--- src/rtl/rf_ctrl_pkg.sv ---
// Shared types and defaults for the register-bank writeback scheduler.
package rf_ctrl_pkg;

   localparam int RF_DIR_WIDTH  = 5;
   localparam int RF_DATA_WIDTH = 32;

   typedef enum logic {
      WB_ALU = 1'b0,
      WB_LSU = 1'b1
   } wb_src_e;

   localparam logic [RF_DIR_WIDTH-1:0] REG_ZERO = '0;

endpackage

--- src/rtl/rf_scoreboard.sv ---
// Busy scoreboard for outstanding destination registers, with hazard lookup
// that ignores a register whose writeback is committing this cycle.
module rf_scoreboard #(
   parameter int DIR_WIDTH = rf_ctrl_pkg::RF_DIR_WIDTH,
   parameter int NUM_REGS  = 2**DIR_WIDTH
) (
   input  logic                 clk,
   input  logic                 arst_n,
   input  logic                 set_en,
   input  logic [DIR_WIDTH-1:0] set_dir,
   input  logic                 clr_en,
   input  logic [DIR_WIDTH-1:0] clr_dir,
   input  logic [DIR_WIDTH-1:0] rs1,
   input  logic [DIR_WIDTH-1:0] rs2,
   input  logic [DIR_WIDTH-1:0] rd,
   output logic                 hazard,
   output logic [NUM_REGS-1:0]  busy_vec
);

   logic [NUM_REGS-1:0] busy_reg;
   logic [NUM_REGS-1:0] busy_next;
   logic [NUM_REGS-1:0] commit_mask;
   logic [NUM_REGS-1:0] eff_busy;

   assign busy_next[0]   = 1'b0;
   assign commit_mask[0] = clr_en && (clr_dir == '0);

   genvar gi;
   generate
      for (gi = 1; gi < NUM_REGS; gi++) begin : g_bit
         assign commit_mask[gi] = clr_en && (clr_dir == DIR_WIDTH'(gi));
         // A fresh producer outranks the retiring one on the same edge.
         assign busy_next[gi] = (set_en && (set_dir == DIR_WIDTH'(gi))) ? 1'b1 :
                                commit_mask[gi]                         ? 1'b0 :
                                                                          busy_reg[gi];
      end
   endgenerate

   always_ff @(posedge clk or negedge arst_n) begin
      if (!arst_n) begin
         busy_reg <= '0;
      end else begin
         busy_reg <= busy_next;
      end
   end

   // The bank forwards the committing value, so that register no longer blocks.
   assign eff_busy = busy_reg & ~commit_mask;
   assign hazard   = eff_busy[rs1] | eff_busy[rs2] | eff_busy[rd];
   assign busy_vec = busy_reg;

endmodule

--- src/rtl/bank_reg_wb_sched.sv ---
// Round-robin writeback arbiter with a registered write stage and an issue
// scoreboard in front of the 2R/1W register bank.
module bank_reg_wb_sched #(
   parameter int DIR_WIDTH  = rf_ctrl_pkg::RF_DIR_WIDTH,
   parameter int DATA_WIDTH = rf_ctrl_pkg::RF_DATA_WIDTH,
   parameter int NUM_REGS   = 2**DIR_WIDTH
) (
   input  logic                  clk,
   input  logic                  arst_n,
   input  logic                  issue_valid,
   input  logic [DIR_WIDTH-1:0]  issue_rd,
   input  logic [DIR_WIDTH-1:0]  issue_rs1,
   input  logic [DIR_WIDTH-1:0]  issue_rs2,
   output logic                  issue_stall,
   input  logic                  alu_valid,
   input  logic [DIR_WIDTH-1:0]  alu_dir,
   input  logic [DATA_WIDTH-1:0] alu_data,
   output logic                  alu_ready,
   input  logic                  lsu_valid,
   input  logic [DIR_WIDTH-1:0]  lsu_dir,
   input  logic [DATA_WIDTH-1:0] lsu_data,
   output logic                  lsu_ready,
   output logic                  rf_write_en,
   output logic [DIR_WIDTH-1:0]  rf_write_dir,
   output logic [DATA_WIDTH-1:0] rf_write_data,
   output logic [NUM_REGS-1:0]   busy_vec
);

   import rf_ctrl_pkg::*;

   wb_src_e               prio_reg;
   wb_src_e               prio_next;
   logic                  grant_alu;
   logic                  grant_lsu;
   logic                  wr_en_reg;
   logic                  wr_en_next;
   logic [DIR_WIDTH-1:0]  wr_dir_reg;
   logic [DIR_WIDTH-1:0]  wr_dir_next;
   logic [DATA_WIDTH-1:0] wr_data_reg;
   logic [DATA_WIDTH-1:0] wr_data_next;
   logic                  hazard;
   logic                  issue_accept;

   always_comb begin
      grant_alu = alu_valid && (!lsu_valid || (prio_reg == WB_ALU));
      grant_lsu = lsu_valid && (!alu_valid || (prio_reg == WB_LSU));
   end

   // Pointer moves on every grant, contended or not.
   always_comb begin
      prio_next    = prio_reg;
      wr_en_next   = 1'b0;
      wr_dir_next  = wr_dir_reg;
      wr_data_next = wr_data_reg;
      if (grant_alu) begin
         prio_next    = WB_LSU;
         wr_en_next   = (alu_dir != DIR_WIDTH'(REG_ZERO));
         wr_dir_next  = alu_dir;
         wr_data_next = alu_data;
      end else if (grant_lsu) begin
         prio_next    = WB_ALU;
         wr_en_next   = (lsu_dir != DIR_WIDTH'(REG_ZERO));
         wr_dir_next  = lsu_dir;
         wr_data_next = lsu_data;
      end
   end

   always_ff @(posedge clk or negedge arst_n) begin
      if (!arst_n) begin
         prio_reg    <= WB_ALU;
         wr_en_reg   <= 1'b0;
         wr_dir_reg  <= '0;
         wr_data_reg <= '0;
      end else begin
         prio_reg    <= prio_next;
         wr_en_reg   <= wr_en_next;
         wr_dir_reg  <= wr_dir_next;
         wr_data_reg <= wr_data_next;
      end
   end

   assign issue_stall  = issue_valid && hazard;
   assign issue_accept = issue_valid && !hazard && (issue_rd != DIR_WIDTH'(REG_ZERO));

   rf_scoreboard #(
      .DIR_WIDTH (DIR_WIDTH),
      .NUM_REGS  (NUM_REGS)
   ) u_scoreboard (
      .clk      (clk),
      .arst_n   (arst_n),
      .set_en   (issue_accept),
      .set_dir  (issue_rd),
      .clr_en   (wr_en_reg),
      .clr_dir  (wr_dir_reg),
      .rs1      (issue_rs1),
      .rs2      (issue_rs2),
      .rd       (issue_rd),
      .hazard   (hazard),
      .busy_vec (busy_vec)
   );

   assign alu_ready     = grant_alu;
   assign lsu_ready     = grant_lsu;
   assign rf_write_en   = wr_en_reg;
   assign rf_write_dir  = wr_dir_reg;
   assign rf_write_data = wr_data_reg;

endmodule

--- config.mk ---
export PLATFORM = sky130hd
export DESIGN_NAME = bank_reg_wb_sched
export DESIGN_NICKNAME = d
export VERILOG_FILES = /design/src/rtl/rf_ctrl_pkg.sv /design/src/rtl/rf_scoreboard.sv /design/src/rtl/bank_reg_wb_sched.sv
export SDC_FILE = /design/constraint.sdc
export NUM_CORES = 1
export LEC_CHECK = 0
export ABC_AREA = 1
export BUFFER_PORTS_ARGS = -buffer_cell sky130_fd_sc_hd__buf_2
export CORE_MARGIN = 1
export CORE_UTILIZATION = 45
export DETAILED_ROUTE_END_ITERATION = 10
export PLACE_DENSITY = 0.72
export SLEW_MARGIN = 20
export SYNTH_ARGS = -nofsm -noshare
export SYNTH_HDL_FRONTEND = slang
export SYNTH_SLANG_ARGS = --single-unit
export TNS_END_PERCENT = 5
--- constraint.sdc ---
create_clock -name clk -period 2.4 [get_ports clk]
set_input_delay 0.36 -clock clk [delete_from_list [all_inputs] [get_ports clk]]
set_output_delay 0.36 -clock clk [all_outputs]
set_load 0.01 [all_outputs]
==> reports/results.tsv, run 1 <==
stage	metric	value	unit
finish	ANT cells	0	
placed_design	placed cell area	5740	sq um
setup_path	WP data required	2.04	ns
finish	share of layout cells above drive strength 1	33.3	%
logic_synthesis	main flop type after synthesis	dfrtp_1	
logic_synthesis	post-synth cell types	27	
setup_path	critical path arrival	2.26	ns
outcome	failing checks	hold timing, setup timing	
sta	fin crit period	2.62	ns
sta	final hold slack	-0.00601	ns
drt	DRC violations left	0	
finish	Final #Nets	997	
sta	setup tns final	-0.221	ns
global_route	met1 usage	46.6	%
logic_synthesis	Post-Syn Instances	715	
drt	Avg WL per Cell	17.1	um
sta	Final WS setup	-0.221	ns
sta	Max-slew headroom	58.1	%
power_and_ir_drop	PD cells	808	nW/um^2
finish	Finished Cell Area	6360	sq um
setup_path	WS Path Type	reg -> out	
floorplanning	Starting Density	47.0	%
global_route	met3 GRT Util	5.10	%
floorplanning	Die Wd	104	um
global_route	antenna violations before repair	0	
global_route	busiest grt layer	met2	
setup_path	worst-path fanout max	7	
placed_design	DPL Wire Length	13.4	mm
drt	vias after detailed routing	5711	
power_and_ir_drop	Power Total	5130	uW
floorplanning	Die Span Y	104	um
finish	most frequent cells in the layout	buf_2, nand2_1, nor2_1	
logic_synthesis	Yosys reg bits	70	
logic_synthesis	cell taking the most area after synthesis	dfrtp_1	
hold_path	worst min path class	in -> async	
global_route	routing usage on met2	52.6	%
logic_synthesis	synthesized area per cell	6.49	sq um
drt	DR pass1 iterations	8	
placed_design	pre-CTS setup slack	0.0821	ns
placed_design	IO Port Bufs	165	
sta	count of final max-slew check failures	0	
floorplanning	num rows	36	
setup_path	crit-path most repeated cell	nand2_1	
logic_synthesis	EDFF count, synth	0	
clock_tree	post-cts hold buffer count	0	
global_route	gr ovfl total	0	
floorplanning	die area	10700	sq um
clock_tree	H-tree depth	3	
sta	RSZ-0062 raised after global routing	yes	
logic_synthesis	Synth area leaders	dfrtp_1, nand2_1, nand3_1, nor2_1, inv_1	
global_route	number of global-route vias before repair	5584	
setup_path	CP cell instances	buf_6 > nor2_4 > buf_12 > nand3_4 > nand3_2 > nand2_1 > nor2_2 > nand2_1 > nand3_1 > nand2_1 > nand2_1 > nand2_2 > nor2_4 > a21boi_1 > buf_2	
logic_synthesis	Ys Warns	0	
sta	final period utilization	109	%
logic_synthesis	asr flop ratio synth	100	%
global_route	largest net degree at the start of global routing	71	
sta	Max Freq	0.382	GHz
logic_synthesis	syn_nets	809	
power_and_ir_drop	Peak VDD IR	0.000502	V
floorplanning	Ports	167	
logic_synthesis	sequential share of the synthesized area	37.7	%
clock_tree	Clock Latency Late Sink	0.36	ns
clock_tree	Longest Clk Path Bufs	2	
setup_path	CP max stage cell	dfrtp_2	
clock_tree	Sink Count	70	
finish	Area growth, synth to finish	37.0	%
finish	max reg flops	32	
clock_tree	CTS tree	yes	
logic_synthesis	share of Yosys cell area claimed by the top area cell type	37.7	%
drt	DRT antenna net count	0	
outcome	outcome	complete, but fails checks	
finish	most common cell after layout, fill and taps aside	buf_2	
placed_design	Placer Congestion	1.04	
logic_synthesis	Post-Syn Area	4640	sq um
drt	DR vias/cell	5.49	
global_route	first-pass GRT wire length	28.6	mm
clock_tree	CTS Buf Count	9	
floorplanning	core area	9860	sq um
clock_tree	clock slew at reported path FFs	0.09	ns
sta	Clock Skew	0.0156	ns
setup_path	CP endpoint kind	output pin	
global_route	Total GRT Usage	33.8	%
sta	Final Hold Fails	6	
clock_tree	root buf cell	clkbuf_8	
sta	worst-margin pin slew	0.628	ns
drt	wirelength, routed	17.8	mm
drt	drt initial violations	494	
job	count of maximum capacitance violations	0	
setup_path	slowest stage delay, CP	0.46	ns
sta	Final setup viols	1	
power_and_ir_drop	Leakage Power	0.00332	uW
setup_path	Startpoint Class	register	
==> cells by family after synthesis <==
family | Yosys count | share of synthesized area, %
buffers and inverters | 119 | 10.6
other | 1 | 0.0808
AOI/OAI and AO/OA | 89 | 10.6
DFF | 70 | 37.7
and+or+nand+nor | 436 | 41.0
==> repair_timing <==
| action | 4_1_cts | 5_1_grt |
|---|---|---|
| cloned | 1 | 0 |
| buffers inserted | 8 | 2 |
| pin swaps | 22 | 13 |
| resized for setup | 36 | 38 |
| setup endpoints to repair | 1 | 31 |
==> worst max-delay path: cells and delay by family (launching register included) <==
kind,cells,cell delay [ns]
simple gates,11,0.91
flops,1,0.46
buf+inv,3,0.45
compound gates,1,0.07
==> layer usage <==
metal / vias up / part of all wire [%]
met5: - / 0
met4: 0 / 3.5
met3: 58 / 9.0
met2: 308 / 45
met1: 2640 / 42
li1: 2705 / -
==> final cells by class <==
class / instances / area [sq um]
clock buffers: 9 / 124
multi-input cells: 526 / 2660
repair buffers: 209 / 1230
inverters: 86 / 332
flip-flops and latches: 70 / 1760
well taps: 133 / 166
repair inverters: 1 / 7.51
fillers: 939 / 3510
clock inverters: 6 / 86.3
==> report_power, final <==
group / internal, uW / leakage (uW) / switching (uW)
clock network: 580 / 0.000105 / 516
logic: 814 / 0.00238 / 1340
registers: 1510 / 0.000831 / 375
total: 2910 / 0.00332 / 2230
==> synthesized netlist by cell type, types with 5 or more instances <==
library cell and n:
buf_2 9, clkbuf_1 18, clkinv_1 5, dfrtp_1 70, inv_1 71, inv_2 10
nand2_1 176, nand3_1 95, nand4_1 32, nor2_1 121, nor2_4 6, o21ai_0 50
o22ai_1 32
==> per-stage QoR <==
| step | cells | utilization, % |
|---|---|---|
| final | 1040 | 64.4 |
| after global routing | 1040 | 64.4 |
| after CTS | 1038 | 62.6 |
| after detailed placement | 1014 | 58.2 |
| after global placement | 1014 | 58.2 |
| after floorplan | 715 | - |
==> final timing paths <==
check | start | endpoint | slack, ns | cells past startpoint
max reg2reg | rf_write_dir[2] | u_scoreboard.busy_vec[26] | 0.07 | 17
min in group clk | alu_dir[4] | rf_write_en | 0.26 | 3
min | arst_n | rf_write_data[8] | -0.006 | 1
max | rf_write_dir[2] | issue_stall | -0.22 | 15
min reg2reg | prio_reg | prio_reg | 0.52 | 2
max in group asynchronous | arst_n | rf_write_dir[4] | 1.60 | 2
(Power assumes the default switching activity.)
==> run 2, diff against run 1 <==
--- a/config.mk
+++ b/config.mk
@@ -6,11 +6,11 @@
 export NUM_CORES = 1
 export LEC_CHECK = 0
 export ABC_AREA = 1
-export BUFFER_PORTS_ARGS = -buffer_cell sky130_fd_sc_hd__buf_2
 export CORE_MARGIN = 1
 export CORE_UTILIZATION = 45
 export DETAILED_ROUTE_END_ITERATION = 10
-export PLACE_DENSITY = 0.72
+export DONT_BUFFER_PORTS = 1
+export PLACE_DENSITY = 0.58
 export SLEW_MARGIN = 20
 export SYNTH_ARGS = -nofsm -noshare
 export SYNTH_HDL_FRONTEND = slang
==> run 2 against run 1 <==
Against the previous run:
- the flow finishes with violations (setup timing)
- sequential share of layout area increased by 3.5 points
- non-clock buffer count decreased by 163
- maximum frequency increased by 3.1%
- design area decreased by 11%
- combinational power decreased by 25%
- worst setup slack improved by 0.078 ns
- critical path type unchanged
- total power decreased by 4.1%
- critical path depth unchanged
- utilization decreased by 7.2 points
- largest cell class unchanged
==> reports/results.tsv, run 2 (synthesis gave the netlist of run 1 again) <==
stage	metric	value	unit	change
clock_tree	Clock Latency Late Sink	0.37	ns	was 0.36 ns
global_route	routing usage on met2	49.2	%	was 52.6%
drt	drt initial violations	432		was 494
power_and_ir_drop	Leakage Power	0.00270	uW	was 0.00332 uW
finish	Final #Nets	833		was 997
clock_tree	H-tree depth	3		unchanged
setup_path	worst r2r dst	u_scoreboard.busy_vec[27]		was u_scoreboard.busy_vec[26]
setup_path	CP endpoint kind	output pin		unchanged
global_route	number of global-route vias before repair	4893		was 5584
sta	count of final max-slew check failures	0		unchanged
sta	Max Freq	0.393	GHz	was 0.382 GHz
drt	DR pass1 iterations	5		was 8
setup_path	Startpoint Class	register		unchanged
finish	max reg flops	32		unchanged
finish	Area growth, synth to finish	21.6	%	was 37.0%
setup_path	worst-path fanout max	8		was 7
hold_path	hold path cells	2		
clock_tree	clock slew at reported path FFs	0.08	ns	was 0.09 ns
setup_path	crit-path most repeated cell	nand2_1		unchanged
sta	Final Hold Fails	0		was 6
finish	ANT cells	0		unchanged
setup_path	number of buffers and inverters on the critical path	3		unchanged
hold_path	Hold Crit Endpoint	rf_write_en		
floorplanning	core area	9860	sq um	unchanged
floorplanning	Ports	167		unchanged
setup_path	CP cell instances	inv_2 > nor2_4 > buf_12 > nand3_2 > nand2_2 > nor2_1 > nor2_1 > nand2_1 > nand3_1 > nand2_1 > nand2_1 > nand2_2 > nor2_4 > a21boi_2 > buf_4		was buf_6 > nor2_4 > buf_12 > nand3_4 > nand3_2 > nand2_1 > nor2_2 > nand2_1 > nand3_1 > nand2_1 > nand2_1 > nand2_2 > nor2_4 > a21boi_1 > buf_2
setup_path	slowest stage delay, CP	0.39	ns	was 0.46 ns
sta	Clock Skew	0.0156	ns	about the same
sta	final period utilization	106	%	was 109%
drt	DR vias/cell	5.71		was 5.49
placed_design	DPL Wire Length	12.1	mm	was 13.4 mm
floorplanning	Starting Density	47.0	%	unchanged
setup_path	critical path arrival	2.18	ns	was 2.26 ns
sta	Final WS setup	-0.143	ns	was -0.221 ns
global_route	antenna violations before repair	0		unchanged
placed_design	pre-CTS setup slack	-0.00870	ns	was 0.0821 ns
clock_tree	CTS tree	yes		unchanged
sta	fin crit period	2.54	ns	was 2.62 ns
global_route	gr ovfl total	0		unchanged
finish	most common cell after layout, fill and taps aside	nand2_1		was buf_2
setup_path	WP data required	2.04	ns	about the same
floorplanning	die area	10700	sq um	unchanged
floorplanning	Die Wd	104	um	unchanged
finish	share of layout cells above drive strength 1	19.2	%	was 33.3%
floorplanning	num rows	36		unchanged
sta	RSZ-0062 raised after global routing	yes		unchanged
global_route	first-pass GRT wire length	26.2	mm	was 28.6 mm
clock_tree	CTS Buf Count	9		unchanged
placed_design	Placer Congestion	0.996		was 1.04
finish	most frequent cells in the layout	nand2_1, nor2_1, nand3_1		was buf_2, nand2_1, nor2_1
finish	non-filler cells, final	877		was 1040
drt	DRT antenna net count	0		unchanged
clock_tree	Longest Clk Path Bufs	2		unchanged
setup_path	R2R cell count	18		was 17
global_route	largest net degree at the start of global routing	71		unchanged
sta	Final setup viols	1		unchanged
drt	vias after detailed routing	5007		was 5711
global_route	busiest grt layer	met2		unchanged
sta	Max-slew headroom	59.0	%	was 58.1%
hold_path	worst min path class	in -> reg		was in -> async
global_route	met3 GRT Util	8.94	%	was 5.10%
setup_path	crit-path leading delay family	simple AND/OR/NAND/NOR gates		unchanged
outcome	outcome	complete, but fails checks		unchanged
setup_path	CP max stage cell	dfrtp_1		was dfrtp_2
setup_path	WS Path Type	reg -> out		unchanged
clock_tree	Sink Count	70		unchanged
placed_design	IO Port Bufs	0		was 165
drt	Avg WL per Cell	18.8	um	was 17.1 um
floorplanning	Die Span Y	104	um	unchanged
placed_design	Post-Place Cells	845		was 1014
clock_tree	root buf cell	clkbuf_8		unchanged
global_route	Total GRT Usage	31.3	%	was 33.8%
hold_path	hold_sp	alu_dir[4]		
job	count of maximum capacitance violations	0		unchanged
power_and_ir_drop	PD cells	872	nW/um^2	was 808 nW/um^2
drt	DRC violations left	0		unchanged
drt	wirelength, routed	16.5	mm	was 17.8 mm
sta	worst-margin pin slew	0.614	ns	was 0.628 ns
setup_path	R2R setup slack	0.11	ns	was 0.07 ns
global_route	met1 usage	41.3	%	was 46.6%
power_and_ir_drop	Peak VDD IR	0.000509	V	was 0.000502 V
outcome	failing checks	setup timing		was hold timing, setup timing
setup_path	R2R Path Start	rf_write_en		was rf_write_dir[2]
run 2: changes by cell type in the layout (fill, tap and decap cells not counted), sizes merged:
cell / change
buf: -165
bufinv: +1
clkbuf: +2
clkinv: -1
clkinvlp: -2
dlygate4sd3: +1
inv: +1
run 2: worst register-to-register path: stages, from the launching register on:
cell     delay (ns)
dfrtp_1        0.39
inv_2          0.06
nor2_4         0.18
buf_12         0.18
nand3_2        0.09
nand2_2        0.11
nor2_1         0.05
nor2_1         0.11
nand2_1        0.10
nand3_1        0.09
nand2_1        0.05
nand2_1        0.07
nand2_2        0.06
nor2_4         0.09
buf_4          0.12
buf_4          0.14
buf_12         0.14
nand4_1        0.09
nand2_1        0.11
run 2: worst max path at each step:
stage | startpoint | end | slack [ns] | cells after the start
3_5_place_dp | rf_write_dir[2] | issue_stall | -0.009 | 12
3_3_place_gp | rf_write_dir[2] | issue_stall | 0.008 | 12
5_1_grt | rf_write_en | issue_stall | -0.30 | 15
6_report | rf_write_en | issue_stall | -0.14 | 15
2_1_floorplan | issue_rs1[0] | issue_stall | 0.24 | 11
4_1_cts | rf_write_dir[2] | issue_stall | -0.19 | 14
run 2: repair_timing:
action / in CTS / in global routing
pin swaps: 10 / 30
resized for setup: 30 / 47
endpoints found under the hold margin: 70 / 0
buffers inserted: 8 / 5
hold buffers: 2 / 0
cloned: 0 / 1
setup endpoints to repair: 1 / 31
run 2: area by class of cell:
class / count / area, sq um
well taps: 133 / 166
multi-input cells: 526 / 2650
fillers: 975 / 4220
repair buffers: 46 / 488
clock inverters: 6 / 116
inverters: 86 / 325
flip-flops and latches: 70 / 1760
clock buffers: 10 / 138
run 2: through the flow:
stage / setup TNS (ns) / total power [uW] / hold slack [ns] / cell area, sq um / utilization [%]
after global routing: -0.355 / 5220 / 0.140 / 5650 / 57.2
final: -0.143 / 4920 / 0.148 / 5650 / 57.2
after detailed placement: -0.00870 / 3410 / 0.0663 / 4930 / 49.9
after CTS: -0.188 / 4770 / 0.135 / 5390 / 54.7
after global placement: 0 / 3390 / 0.0658 / 4930 / 49.9
after floorplan: 0 / 2890 / 0.0644 / 4640 / -
run 2: power by group:
part	switching, uW	internal [uW]	total, uW
sequential	572	1510	2080
clock	507	726	1230
combinational	999	609	1610
total	2080	2840	4920
run 2: metal layers:
layer  part of all wire (%)  wire length, um
met5                      0                0
met2                     47             7710
met4                    1.1              178
met1                     41             6780
met3                     11             1810
==> run 3, diff against run 2 <==
--- a/config.mk
+++ b/config.mk
@@ -5,7 +5,7 @@
 export SDC_FILE = /design/constraint.sdc
 export NUM_CORES = 1
 export LEC_CHECK = 0
-export ABC_AREA = 1
+export ABC_AREA = 0
 export CORE_MARGIN = 1
 export CORE_UTILIZATION = 45
 export DETAILED_ROUTE_END_ITERATION = 10
==> run 3 against run 2 <==
Against the previous run:
- the run still ends with setup timing left
- die area down 3.6%
- clock skew shrank 0.0036 ns
- critical endpoint unchanged
- non-clock buffer count grew 60
- first-iteration DRC count rose by 0.93%
- critical path depth is 6 lower
- wire length increased by 0.12%
- largest power group is now combinational cells
- sequential cell count stayed put
- critical path type unchanged
- cell count is 19% lower
- sequential power fell by 7%
- design area increased by 1.4%
==> reports/results.tsv, run 3 <==
stage	metric	value	unit	change
power_and_ir_drop	Peak VDD IR	0.000355	V	was 0.000509 V
setup_path	worst-path fanout max	6		was 8
logic_synthesis	share of Yosys cell area claimed by the top area cell type	39.2	%	was 37.7%
finish	Final #Nets	670		was 833
clock_tree	Longest Clk Path Bufs	2		unchanged
drt	DR pass1 iterations	7		was 5
logic_synthesis	Simple-Gate Fraction of Synth Area	19.1	%	was 41.0%
drt	DRT antenna net count	0		unchanged
logic_synthesis	synthesized area per cell	8.84	sq um	was 6.49 sq um
sta	setup tns final	-13.48	ns	was -0.143 ns
hold_path	hold_sp	alu_valid		was alu_dir[4]
setup_path	R2R cell count	12		was 18
drt	drt initial violations	436		was 432
global_route	number of global-route vias before repair	4449		was 4893
sta	RSZ-0062 raised after global routing	yes		unchanged
drt	DRC violations left	0		unchanged
drt	Avg WL per Cell	23.1	um	was 18.8 um
clock_tree	clock slew at reported path FFs	0.08	ns	about the same
power_and_ir_drop	Sw Pwr	2190	uW	was 2080 uW
setup_path	CP max stage cell	dfrtp_2		was dfrtp_1
setup_path	R2R setup slack	-0.45	ns	was 0.11 ns
setup_path	crit-path most repeated cell	buf_4		was nand2_1
drt	DR vias/cell	6.53		was 5.71
sta	fin crit period	2.93	ns	was 2.54 ns
logic_synthesis	Synth area leaders	dfrtp_1, nor2_1, o22ai_1, o31ai_1, o21ai_0		was dfrtp_1, nand2_1, nand3_1, nor2_1, inv_1
logic_synthesis	adder and majority cell fraction of the synthesized area	0	%	unchanged
logic_synthesis	cell taking the most area after synthesis	dfrtp_1		unchanged
drt	wirelength, routed	16.5	mm	about the same
finish	most frequent cells in the layout	buf_4, nor2_1, dfrtp_1		was nand2_1, nor2_1, nand3_1
sta	final period utilization	122	%	was 106%
power_and_ir_drop	Leakage Power	0.00225	uW	was 0.00270 uW
floorplanning	die area	10300	sq um	was 10700 sq um
outcome	outcome	complete, but fails checks		unchanged
power_and_ir_drop	Sw Share	41.2	%	was 42.2%
placed_design	IO Port Bufs	0		unchanged
floorplanning	Ports	167		unchanged
global_route	largest net degree at the start of global routing	71		unchanged
clock_tree	CTS Buf Count	9		unchanged
sta	worst-margin pin slew	1.08	ns	was 0.614 ns
setup_path	worst r2r dst	u_scoreboard.busy_vec[29]		was u_scoreboard.busy_vec[27]
hold_path	worst min path class	in -> reg		unchanged
power_and_ir_drop	Seq pwr share	36.6	%	was 42.3%
hold_path	Hold Crit Endpoint	prio_reg		was rf_write_en
logic_synthesis	Ys Warns	0		unchanged
setup_path	slowest stage delay, CP	0.44	ns	was 0.39 ns
floorplanning	Die Wd	102	um	was 104 um
logic_synthesis	xor/xnor share of the synthesized area	1.18	%	was 0%
logic_synthesis	syn_nets	600		was 809
logic_synthesis	asr flop ratio synth	100	%	unchanged
setup_path	critical path arrival	2.57	ns	was 2.18 ns
setup_path	WP data required	2.04	ns	about the same
hold_path	hold path cells	1		was 2
power_and_ir_drop	combinational share of power	46.8	%	was 32.7%
placed_design	Placer Congestion	0.916		was 0.996
logic_synthesis	Post-Syn Area	4470	sq um	was 4640 sq um
sta	Final setup viols	32		was 1
logic_synthesis	post-synth cell types	68		was 27
setup_path	WS Path Type	reg -> out		unchanged
finish	Area growth, synth to finish	28.0	%	was 21.6%
finish	Core Util, Final	59.1	%	was 57.2%
global_route	routing usage on met2	52.6	%	was 49.2%
global_route	antenna violations before repair	0		unchanged
sta	count of final max-slew check failures	0		unchanged
drt	vias after detailed routing	4663		was 5007
logic_synthesis	Yosys reg bits	70		unchanged
global_route	gr ovfl total	0		unchanged
global_route	met1 usage	38.7	%	was 41.3%
clock_tree	root buf cell	clkbuf_8		unchanged
sta	Final Hold Fails	0		unchanged
logic_synthesis	largest family of logic cells by synthesized area	compound AO/OA/AOI/OAI gates		was simple AND/OR/NAND/NOR gates
finish	max reg flops	32		unchanged
power_and_ir_drop	PD cells	927	nW/um^2	was 872 nW/um^2
global_route	first-pass GRT wire length	24.3	mm	was 26.2 mm
sta	Max Freq	0.341	GHz	was 0.393 GHz
logic_synthesis	main flop type after synthesis	dfrtp_1		unchanged
logic_synthesis	post-synthesis mux area share	6.94	%	was 0%
clock_tree	Clock Latency Late Sink	0.36	ns	was 0.37 ns
finish	share of layout cells above drive strength 1	35.5	%	was 19.2%
setup_path	CP cell instances	buf_4 > nor4bb_2 > buf_4 > nand3_1 > a41o_1 > nor4_2 > a22o_2 > nand4_4 > and2_4		was inv_2 > nor2_4 > buf_12 > nand3_2 > nand2_2 > nor2_1 > nor2_1 > nand2_1 > nand3_1 > nand2_1 > nand2_1 > nand2_2 > nor2_4 > a21boi_2 > buf_4
clock_tree	Sink Count	70		unchanged
job	count of maximum capacitance violations	0		unchanged
clock_tree	H-tree depth	3		unchanged
finish	ANT cells	0		unchanged
outcome	failing checks	setup timing		unchanged
logic_synthesis	Synth Area in Compound Gates	27.5	%	was 10.6%
global_route	met3 GRT Util	7.73	%	was 8.94%
floorplanning	core area	9680	sq um	was 9860 sq um
global_route	Total GRT Usage	31.6	%	was 31.3%
sta	Max-slew headroom	28.1	%	was 59.0%
clock_tree	CTS tree	yes		unchanged
floorplanning	Starting Density	46.2	%	was 47.0%
logic_synthesis	most frequent cells after synthesis	nor2_1, dfrtp_1, o22ai_1		was nand2_1, nor2_1, nand3_1, inv_1, dfrtp_1
logic_synthesis	sequential share of the synthesized area	39.2	%	was 37.7%
setup_path	Startpoint Class	register		unchanged
floorplanning	num rows	36		unchanged
global_route	busiest grt layer	met2		unchanged
placed_design	DPL Wire Length	11.7	mm	was 12.1 mm
finish	most common cell after layout, fill and taps aside	buf_4		was nand2_1
sta	Final WS setup	-0.535	ns	was -0.143 ns
sta	Clock Skew	0.0119	ns	was 0.0156 ns
setup_path	R2R Path Start	rf_write_dir[4]		was rf_write_en
logic_synthesis	EDFF count, synth	0		unchanged
floorplanning	Die Span Y	102	um	was 104 um
power_and_ir_drop	clock group share of total power	16.5	%	was 25.1%
logic_synthesis	Post-Syn Instances	506		was 715
logic_synthesis	most common cell in the netlist	nor2_1		was nand2_1
power_and_ir_drop	Pint	3120	uW	was 2840 uW
setup_path	CP endpoint kind	output pin		unchanged
run 3: changes by cell type after synthesis, moves of 11 or more:
| cell | delta |
|---|---|
| nand2_1 | -146 |
| nand3_1 | -87 |
| inv_1 | -62 |
| nor2_1 | -43 |
| o31ai_1 | +30 |
| nand4_1 | -29 |
| o21ai_0 | -20 |
| mux2i_1 | +13 |
| o2111ai_1 | +13 |
| clkbuf_1 | +12 |
| mux2_2 | +11 |
| nor3_1 | +11 |
run 3: worst max-delay path by stage:
stage               startpoint  slack, ns  cells past startpoint                   endpoint
6_report       rf_write_dir[4]      -0.53                      9                issue_stall
5_1_grt        rf_write_dir[4]      -0.62                     10                issue_stall
4_1_cts        rf_write_dir[2]      -0.50                      7                issue_stall
3_5_place_dp   rf_write_dir[3]      -0.26                      8  u_scoreboard.busy_vec[20]
3_3_place_gp       rf_write_en      -0.14                      9  u_scoreboard.busy_vec[10]
2_1_floorplan  rf_write_dir[3]      -0.20                      9                issue_stall
run 3: kinds of logic (layout without fill, tap and decap cells):
| kind of cell | after synthesis | after routing |
|---|---|---|
| XOR/XNOR | 6 | 6 |
| buffers and inverters | 57 | 132 |
| other | 1 | 1 |
| flip-flops | 70 | 70 |
| AND/OR/NAND/NOR | 173 | 173 |
| multiplexers | 27 | 27 |
| AO/OA/AOI/OAI | 172 | 172 |
run 3: what timing repair did:
action	4_1_cts	5_1_grt
setup buffers	9	4
endpoints found under the hold margin	70	0
hold buffers	2	0
endpoints found under the setup margin	32	32
gates resized for setup	13	53
pin swaps	5	15
run 3: per-layer routing:
layer  wire length [um]  up-vias
li1                   -     2053
met1               6290     2265
met2               7910      295
met3               1590       50
met4                705        0
met5                  0        -
run 3: critical path, delay by kind of cell, from the launching register on:
kind | cells | cell delay [ns]
compound gates | 2 | 0.43
buf+inv | 2 | 0.32
flops | 1 | 0.44
simple gates | 5 | 1.04
run 3: power by group through the flow:
stage | Sequential [uW] | Combinational [uW] | Clock, uW
CTS | 1930 | 2270 | 891
floorplan | 1970 | 1060 | 0
detailed placement | 1950 | 2130 | 0
global placement | 1950 | 2110 | 0
finish | 1940 | 2490 | 877
global route | 1990 | 2650 | 931
run 3: stage by stage:
step	worst slack (ns)	instance area [sq um]	instances	total power, uW	hold WS [ns]
3_3_place_gp	-0.136	5130	683	4060	0.0664
5_1_grt	-0.623	5730	714	5560	0.136
2_1_floorplan	-0.203	4510	506	3030	0.0644
4_1_cts	-0.498	5460	710	5080	0.130
6_report	-0.535	5730	714	5310	0.140
3_5_place_dp	-0.265	5130	683	4080	0.0671
run 3: final cells by class:
class                      instances  area, sq um
clock inverter                     7         47.5
multi-input combinational        379         2750
fill                             879         3960
clock buffer                       9          124
timing repair buffer             106          842
inverter                          10         37.5
tap                              133          166
sequential                        70         1760
